===== src/rtl/bbfifo_16x8_if.sv =====
// rtl/bbfifo_16x8_if.sv - data and status bundle between the FIFO and its producer/consumer
interface bbfifo_16x8_if #(parameter int WIDTH = 8);
    logic [WIDTH-1:0] data_in;
    logic             write;
    logic             read;
    logic [WIDTH-1:0] data_out;
    logic             data_present;
    logic             half_full;
    logic             full;
    logic             overflow;
    logic             underflow;

    modport master (
        output data_in, write, read,
        input  data_out, data_present, half_full, full, overflow, underflow
    );

    modport slave (
        input  data_in, write, read,
        output data_out, data_present, half_full, full, overflow, underflow
    );
endinterface


===== src/rtl/bbfifo_16x8.sv =====
// rtl/bbfifo_16x8.sv - 16x8 first-word fall-through FIFO over 16x1 distributed RAM slices
// Optional sticky overflow/underflow flags are built when FIFO_ERR_FLAGS_EN is defined.
module bbfifo_16x8 #(
    parameter int WIDTH     = 8,
    parameter int HALF_MARK = 8
) (
    input  logic          clk,
    input  logic          reset,
    bbfifo_16x8_if.slave  bus
);
    localparam logic [4:0] HALF_CNT = 5'(HALF_MARK);
    localparam logic [4:0] FULL_CNT = 5'd16;

    logic [3:0]       wr_ptr;
    logic [3:0]       rd_ptr;
    logic [4:0]       count;
    logic             wr_ok;
    logic             rd_ok;
    logic [WIDTH-1:0] rd_word;

    // Accept decisions look only at the registered flags, never at pointer equality.
    assign wr_ok = bus.write & (~bus.full | bus.read);
    assign rd_ok = bus.read & bus.data_present;

    always_ff @(posedge clk) begin
        if (reset) begin
            wr_ptr <= 4'd0;
            rd_ptr <= 4'd0;
            count  <= 5'd0;
        end else begin
            if (wr_ok) wr_ptr <= wr_ptr + 4'd1;
            if (rd_ok) rd_ptr <= rd_ptr + 4'd1;
            case ({wr_ok, rd_ok})
                2'b10:   count <= count + 5'd1;
                2'b01:   count <= count - 5'd1;
                default: count <= count;
            endcase
        end
    end

    for (genvar g = 0; g < WIDTH; g++) begin : g_slice
        logic [15:0] ram;

        always_ff @(posedge clk) begin
            if (wr_ok && !reset) ram[wr_ptr] <= bus.data_in[g];
        end

        assign rd_word[g] = ram[rd_ptr];
    end

    assign bus.data_out     = rd_word;
    assign bus.data_present = (count != 5'd0);
    assign bus.half_full    = (count >= HALF_CNT);
    assign bus.full         = (count == FULL_CNT);

`ifdef FIFO_ERR_FLAGS_EN
    logic overflow_q;
    logic underflow_q;

    always_ff @(posedge clk) begin
        if (reset) begin
            overflow_q  <= 1'b0;
            underflow_q <= 1'b0;
        end else begin
            if (bus.write && bus.full && !bus.read) overflow_q  <= 1'b1;
            if (bus.read && !bus.data_present)      underflow_q <= 1'b1;
        end
    end

    assign bus.overflow  = overflow_q;
    assign bus.underflow = underflow_q;
`else
    assign bus.overflow  = 1'b0;
    assign bus.underflow = 1'b0;
`endif
endmodule


===== src/flat_wrapper.sv =====
// flat-port wrapper written by rule: the top's interface ports become plain ports
module bbfifo_16x8_flat 
#(
    parameter int WIDTH     = 8,
    parameter int HALF_MARK = 8
)
  (clk, reset, bus_data_in, bus_write, bus_read, bus_data_out, bus_data_present, bus_half_full, bus_full, bus_overflow, bus_underflow);
  bbfifo_16x8_if #(.WIDTH(WIDTH)) bus_i ();
  input  logic clk;
  input  logic reset;
  input wire logic [$bits(bus_i.data_in)-1:0] bus_data_in;
  input wire logic [$bits(bus_i.write)-1:0] bus_write;
  input wire logic [$bits(bus_i.read)-1:0] bus_read;
  output wire logic [$bits(bus_i.data_out)-1:0] bus_data_out;
  output wire logic [$bits(bus_i.data_present)-1:0] bus_data_present;
  output wire logic [$bits(bus_i.half_full)-1:0] bus_half_full;
  output wire logic [$bits(bus_i.full)-1:0] bus_full;
  output wire logic [$bits(bus_i.overflow)-1:0] bus_overflow;
  output wire logic [$bits(bus_i.underflow)-1:0] bus_underflow;
  assign bus_i.data_in = bus_data_in;
  assign bus_i.write = bus_write;
  assign bus_i.read = bus_read;
  assign bus_data_out = bus_i.data_out;
  assign bus_data_present = bus_i.data_present;
  assign bus_half_full = bus_i.half_full;
  assign bus_full = bus_i.full;
  assign bus_overflow = bus_i.overflow;
  assign bus_underflow = bus_i.underflow;
  bbfifo_16x8 #(.WIDTH(WIDTH), .HALF_MARK(HALF_MARK)) u_core (.clk(clk), .reset(reset), .bus(bus_i));
endmodule

===== config.mk =====
export PLATFORM = sky130hd
export DESIGN_NAME = bbfifo_16x8_flat
export DESIGN_NICKNAME = d
export VERILOG_FILES = /design/src/rtl/bbfifo_16x8_if.sv /design/src/rtl/bbfifo_16x8.sv /design/src/flat_wrapper.sv
export SDC_FILE = /design/constraint.sdc
export NUM_CORES = 1
export LEC_CHECK = 0
export ABC_AREA = 1
export BUFFER_PORTS_ARGS = -buffer_cell sky130_fd_sc_hd__clkbuf_2
export CAP_MARGIN = 10
export CORE_MARGIN = 2
export CORE_UTILIZATION = 25
export CTS_BUF_LIST = sky130_fd_sc_hd__clkbuf_8
export CTS_CLUSTER_SIZE = 14
export DETAILED_ROUTE_END_ITERATION = 12
export HOLD_SLACK_MARGIN = 0.06
export SETUP_SLACK_MARGIN = 0.2
export SLEW_MARGIN = 30
export SYNTH_ARGS = -nofsm -noshare
export SYNTH_HDL_FRONTEND = slang
export SYNTH_SLANG_ARGS = --single-unit

===== constraint.sdc =====
create_clock -name clk -period 1.85 [get_ports clk]
set_clock_uncertainty 0.05 [all_clocks]
set_input_delay 0.4625 -clock clk [delete_from_list [all_inputs] [get_ports clk]]
set_output_delay 0.4625 -clock clk [all_outputs]
set_load 0.01 [all_outputs]

==> impl_table.tex <==
\begin{tabular}{lr}
\hline
Metric & Value \\
\hline
\multicolumn{2}{l}{\textbf{Critical path}} \\
\quad Data required time at the worst endpoint & 1340 ps \\
\quad CP Capture Type & output pin \\
\quad Maximum fanout along the worst path & 10 \\
\quad Cells on worst reg2reg path & 11 \\
\quad Signal arrival time at the worst endpoint & 1760 ps \\
\quad Type of element launching the critical path & flip-flop \\
\quad Kind of critical path & reg2out \\
\multicolumn{2}{l}{\textbf{STA}} \\
\quad Final critical-path setup slack & -422 ps \\
\quad Unrepaired setup endpoints after global routing & yes \\
\quad Hold Vio Cnt, Final & 0 \\
\quad Worst Hold Margin & 302 ps \\
\quad Portion of the clock cycle consumed by the worst path in the final layout & 1.23 \\
\quad Final Critical Period & 2270 ps \\
\quad Maximum clock rate & 440 MHz \\
\quad Final setup violating endpoints & 11 \\
\quad Final slew viol count & 0 \\
\multicolumn{2}{l}{\textbf{Run status}} \\
\quad Violations in the final reports & setup timing \\
\quad Result of the run & complete, but fails checks \\
\multicolumn{2}{l}{\textbf{Drt}} \\
\quad Number of vias per cell after detailed routing & 4.23 \\
\quad Routed length per instance & 14.2 um \\
\quad Routed vias & 4,645 \\
\quad Iteration-0 DRC count of the detailed router & 295 \\
\quad DRT Wirelength & 15,600 um \\
\quad Number of nets with antenna violations after routing & 0 \\
\quad Number of DRC violations after detailed routing & 0 \\
\quad Count of TritonRoute iterations in the first routing pass & 5 \\
\multicolumn{2}{l}{\textbf{Synth}} \\
\quad Proportion of synthesized chip area in sequential cells & 0.635 \\
\quad Count of different cell masters after synthesis & 22 \\
\quad Cells after synthesis & 675 \\
\quad Ranking of synthesized cells by area & sky130\_fd\_sc\_hd\_\_edfxtp\_1 (60\%), sky130\_fd\_sc\_hd\_\_nand2\_1 (12\%), sky130\_fd\_sc\_hd\_\_nand3\_1 (8.2\%) \\
\quad Flip-flop and latch count after synthesis & 141 \\
\quad Synthesized area & 0.00646 sq mm \\
\quad YS warnings & 0 \\
\quad Top cell type's share of synthesized area & 0.595 \\
\quad Synth area leader & sky130\_fd\_sc\_hd\_\_edfxtp\_1 \\
\quad Avg Cell Area, Syn & 9.57 sq um \\
\multicolumn{2}{l}{\textbf{Power}} \\
\quad Leakage power summed over all cells & 3.60 nW \\
\quad Total power per unit cell area & 1190 mW/mm\^{}2 \\
\quad Maximum vdd drop & 0.000701 V \\
\multicolumn{2}{l}{\textbf{Floorplan}} \\
\quad Die height & 165 um \\
\quad Cell Rows & 58 \\
\quad Width of the die & 165 um \\
\quad Num ports & 25 \\
\quad Starting density of the core & 0.256 \\
\quad Core region area & 0.0253 sq mm \\
\quad Area of the die & 0.0271 sq mm \\
\multicolumn{2}{l}{\textbf{Placement}} \\
\quad Detailed Place HPWL & 10,100 um \\
\quad IO Port Bufs & 22 \\
\quad Final weighted congestion of routability-driven global placement & 0.796 \\
\quad Placed cells & 1,056 \\
\multicolumn{2}{l}{\textbf{Worst hold path}} \\
\quad Instance count along the most critical hold path & 3 \\
\quad Path category of the worst min-delay check & in2reg \\
\multicolumn{2}{l}{\textbf{Final layout}} \\
\quad Signed area change from the synthesized netlist to the final layout & 31.7\% \\
\quad Antenna diode instance count & 0 \\
\quad Post-route insts no fill & 1,097 \\
\quad Net count reported at finish & 777 \\
\quad Register area & 0.00412 sq mm \\
\quad Share of post-route cells with drive strength above 1 & 0.244 \\
\quad Number of fill cells in the layout & 2,551 \\
\quad Area used by multi-input combinational logic & 0.00208 sq mm \\
\multicolumn{2}{l}{\textbf{Clock tree}} \\
\quad CTS HTree Levels & 4 \\
\quad Clock transition at the register clock pins on the worst setup and hold paths after CTS & 80 ps \\
\quad Insertion delay to the later sink of the worst-skew pair & 440 ps \\
\quad Number of buffers inserted by hold repair at cts & 0 \\
\quad Buffers from clock root to sink, at most & 2 \\
\quad Number of sinks driven by the clock tree & 141 \\
\quad CTS tree & yes \\
\quad Root buf cell & sky130\_fd\_sc\_hd\_\_clkbuf\_8 \\
\quad CTS buffer count & 17 \\
\multicolumn{2}{l}{\textbf{Flow run}} \\
\quad Max-cap violations & 0 \\
\multicolumn{2}{l}{\textbf{Global routing}} \\
\quad Total routing usage reported by global routing & 0.120 \\
\quad First-pass GRT wire length & 24,200 um \\
\quad Maximum number of pins on one net before global-route repair & 28 \\
\quad Number of antenna violations at the first check in global routing & 0 \\
\quad Vias in the first global route & 4,499 \\
\quad GRT overflow & 0 \\
\hline
\end{tabular}
==> critical path: stages (launching register included) <==
cell and delay (ps):
sky130_fd_sc_hd__dfxtp_4 450, sky130_fd_sc_hd__inv_8 70, sky130_fd_sc_hd__buf_12 140, sky130_fd_sc_hd__buf_12 130, sky130_fd_sc_hd__nand2_1 50, sky130_fd_sc_hd__nand3_1 80
sky130_fd_sc_hd__nand3_1 120, sky130_fd_sc_hd__nand3_2 90, sky130_fd_sc_hd__nand2_2 80, sky130_fd_sc_hd__buf_6 110
==> flip-flops by register name (all words and copies together), names as in the netlist <==
name                cells
u_core.g_slice.ram    128
u_core.rd_ptr           4
u_core.count            5
u_core.wr_ptr           4
==> path summary, 6_finish.rpt <==
kind                     from                to  slack (ps)
min reg2reg  u_core.rd_ptr[2]  u_core.rd_ptr[2]         470
min                     reset   u_core.count[0]         300
max          u_core.rd_ptr[0]   bus_data_out[2]        -420
max reg2reg   u_core.count[3]   u_core.count[3]         -70
==> per-stage QoR <==
stage	total power, mW	TNS (ps)	instance area, sq um	utilization	worst slack, ps
6_report	10.1	-3230	8500	0.337	-422
5_1_grt	10.7	-4530	8500	0.337	-533
4_1_cts	9.93	-3690	8220	0.326	-475
3_5_place_dp	6.61	-1440	7490	0.297	-91.7
3_3_place_gp	6.58	-972	7490	0.297	-63.5
2_1_floorplan	5.51	0	6570	-	8.33
==> area by class of cell <==
class	count	area share
clock buffers	17	0.0275
clock inverters	14	0.0293
inverters	118	0.0536
multi-input cells	388	0.244
flip-flops and latches	141	0.484
well taps	330	0.0486
repair buffers	89	0.113
==> Yosys cell counts (all sizes together) <==
cell type,number
nor2,41
edfxtp,128
xor2,3
ha,9
nand3,107
inv,118
clkbuf,3
fa,1
conb,1
a21oi,9
dfxtp,13
buf,26
nand4,1
or2,2
o21ai,6
nand2,207
==> layout by cell type (no fill, tap or decap), types with 2 or more instances in the layout <==
master	n
sky130_fd_sc_hd__clkbuf_8	17
sky130_fd_sc_hd__nand2_2	11
sky130_fd_sc_hd__buf_6	35
sky130_fd_sc_hd__inv_4	2
sky130_fd_sc_hd__conb_1	2
sky130_fd_sc_hd__buf_8	3
sky130_fd_sc_hd__a21oi_1	9
sky130_fd_sc_hd__clkbuf_2	13
sky130_fd_sc_hd__inv_2	5
sky130_fd_sc_hd__nand3_4	3
sky130_fd_sc_hd__or2_1	2
sky130_fd_sc_hd__dfxtp_1	7
sky130_fd_sc_hd__edfxtp_1	128
sky130_fd_sc_hd__buf_12	11
sky130_fd_sc_hd__inv_1	111
sky130_fd_sc_hd__clkinv_2	3
sky130_fd_sc_hd__nand2_1	195
sky130_fd_sc_hd__dfxtp_4	2
sky130_fd_sc_hd__ha_1	6
sky130_fd_sc_hd__nand3_1	89
sky130_fd_sc_hd__bufinv_16	7
sky130_fd_sc_hd__buf_4	23
sky130_fd_sc_hd__buf_2	2
sky130_fd_sc_hd__ha_4	3
sky130_fd_sc_hd__dfxtp_2	4
sky130_fd_sc_hd__xor2_1	2
sky130_fd_sc_hd__nand3_2	15
sky130_fd_sc_hd__nor2_1	23
sky130_fd_sc_hd__o21ai_1	5
sky130_fd_sc_hd__nor2_4	18
==> layer usage <==
metal | up-vias | wire length (um) | global-route usage
li1 | 2313 | - | -
met1 | 2229 | 7250 | 0.160
met2 | 91 | 7520 | 0.191
met3 | 12 | 637 | 0.0291
met4 | 0 | 183 | 0.0423
met5 | - | 0 | 0
==> logic make-up after synthesis <==
kind of cell    after synthesis  share of synthesized area
buf+inv                     147                     0.0940
fa+ha+maj                    10                     0.0205
flops                       141                      0.635
other cells                   1                   0.000581
compound gates               15                     0.0116
simple gates                358                      0.234
xor+xnor                      3                    0.00407
==> power by group <==
| group | switching (mW) | internal (mW) | total [mW] |
|---|---|---|---|
| sequential | 0.116 | 3.59 | 3.71 |
| combinational | 1.90 | 1.55 | 3.46 |
| clock | 1.12 | 1.85 | 2.98 |
| total | 3.14 | 7.00 | 10.1 |
==> timing repair <==
action | 4_1_cts | 5_1_grt
resized for setup | 51 | 60
pin swaps | 12 | 10
setup buffers | 4 | 4
setup endpoints to repair | 31 | 143
cloned | 1 | 1
Power figures use the tool's default switching activity.
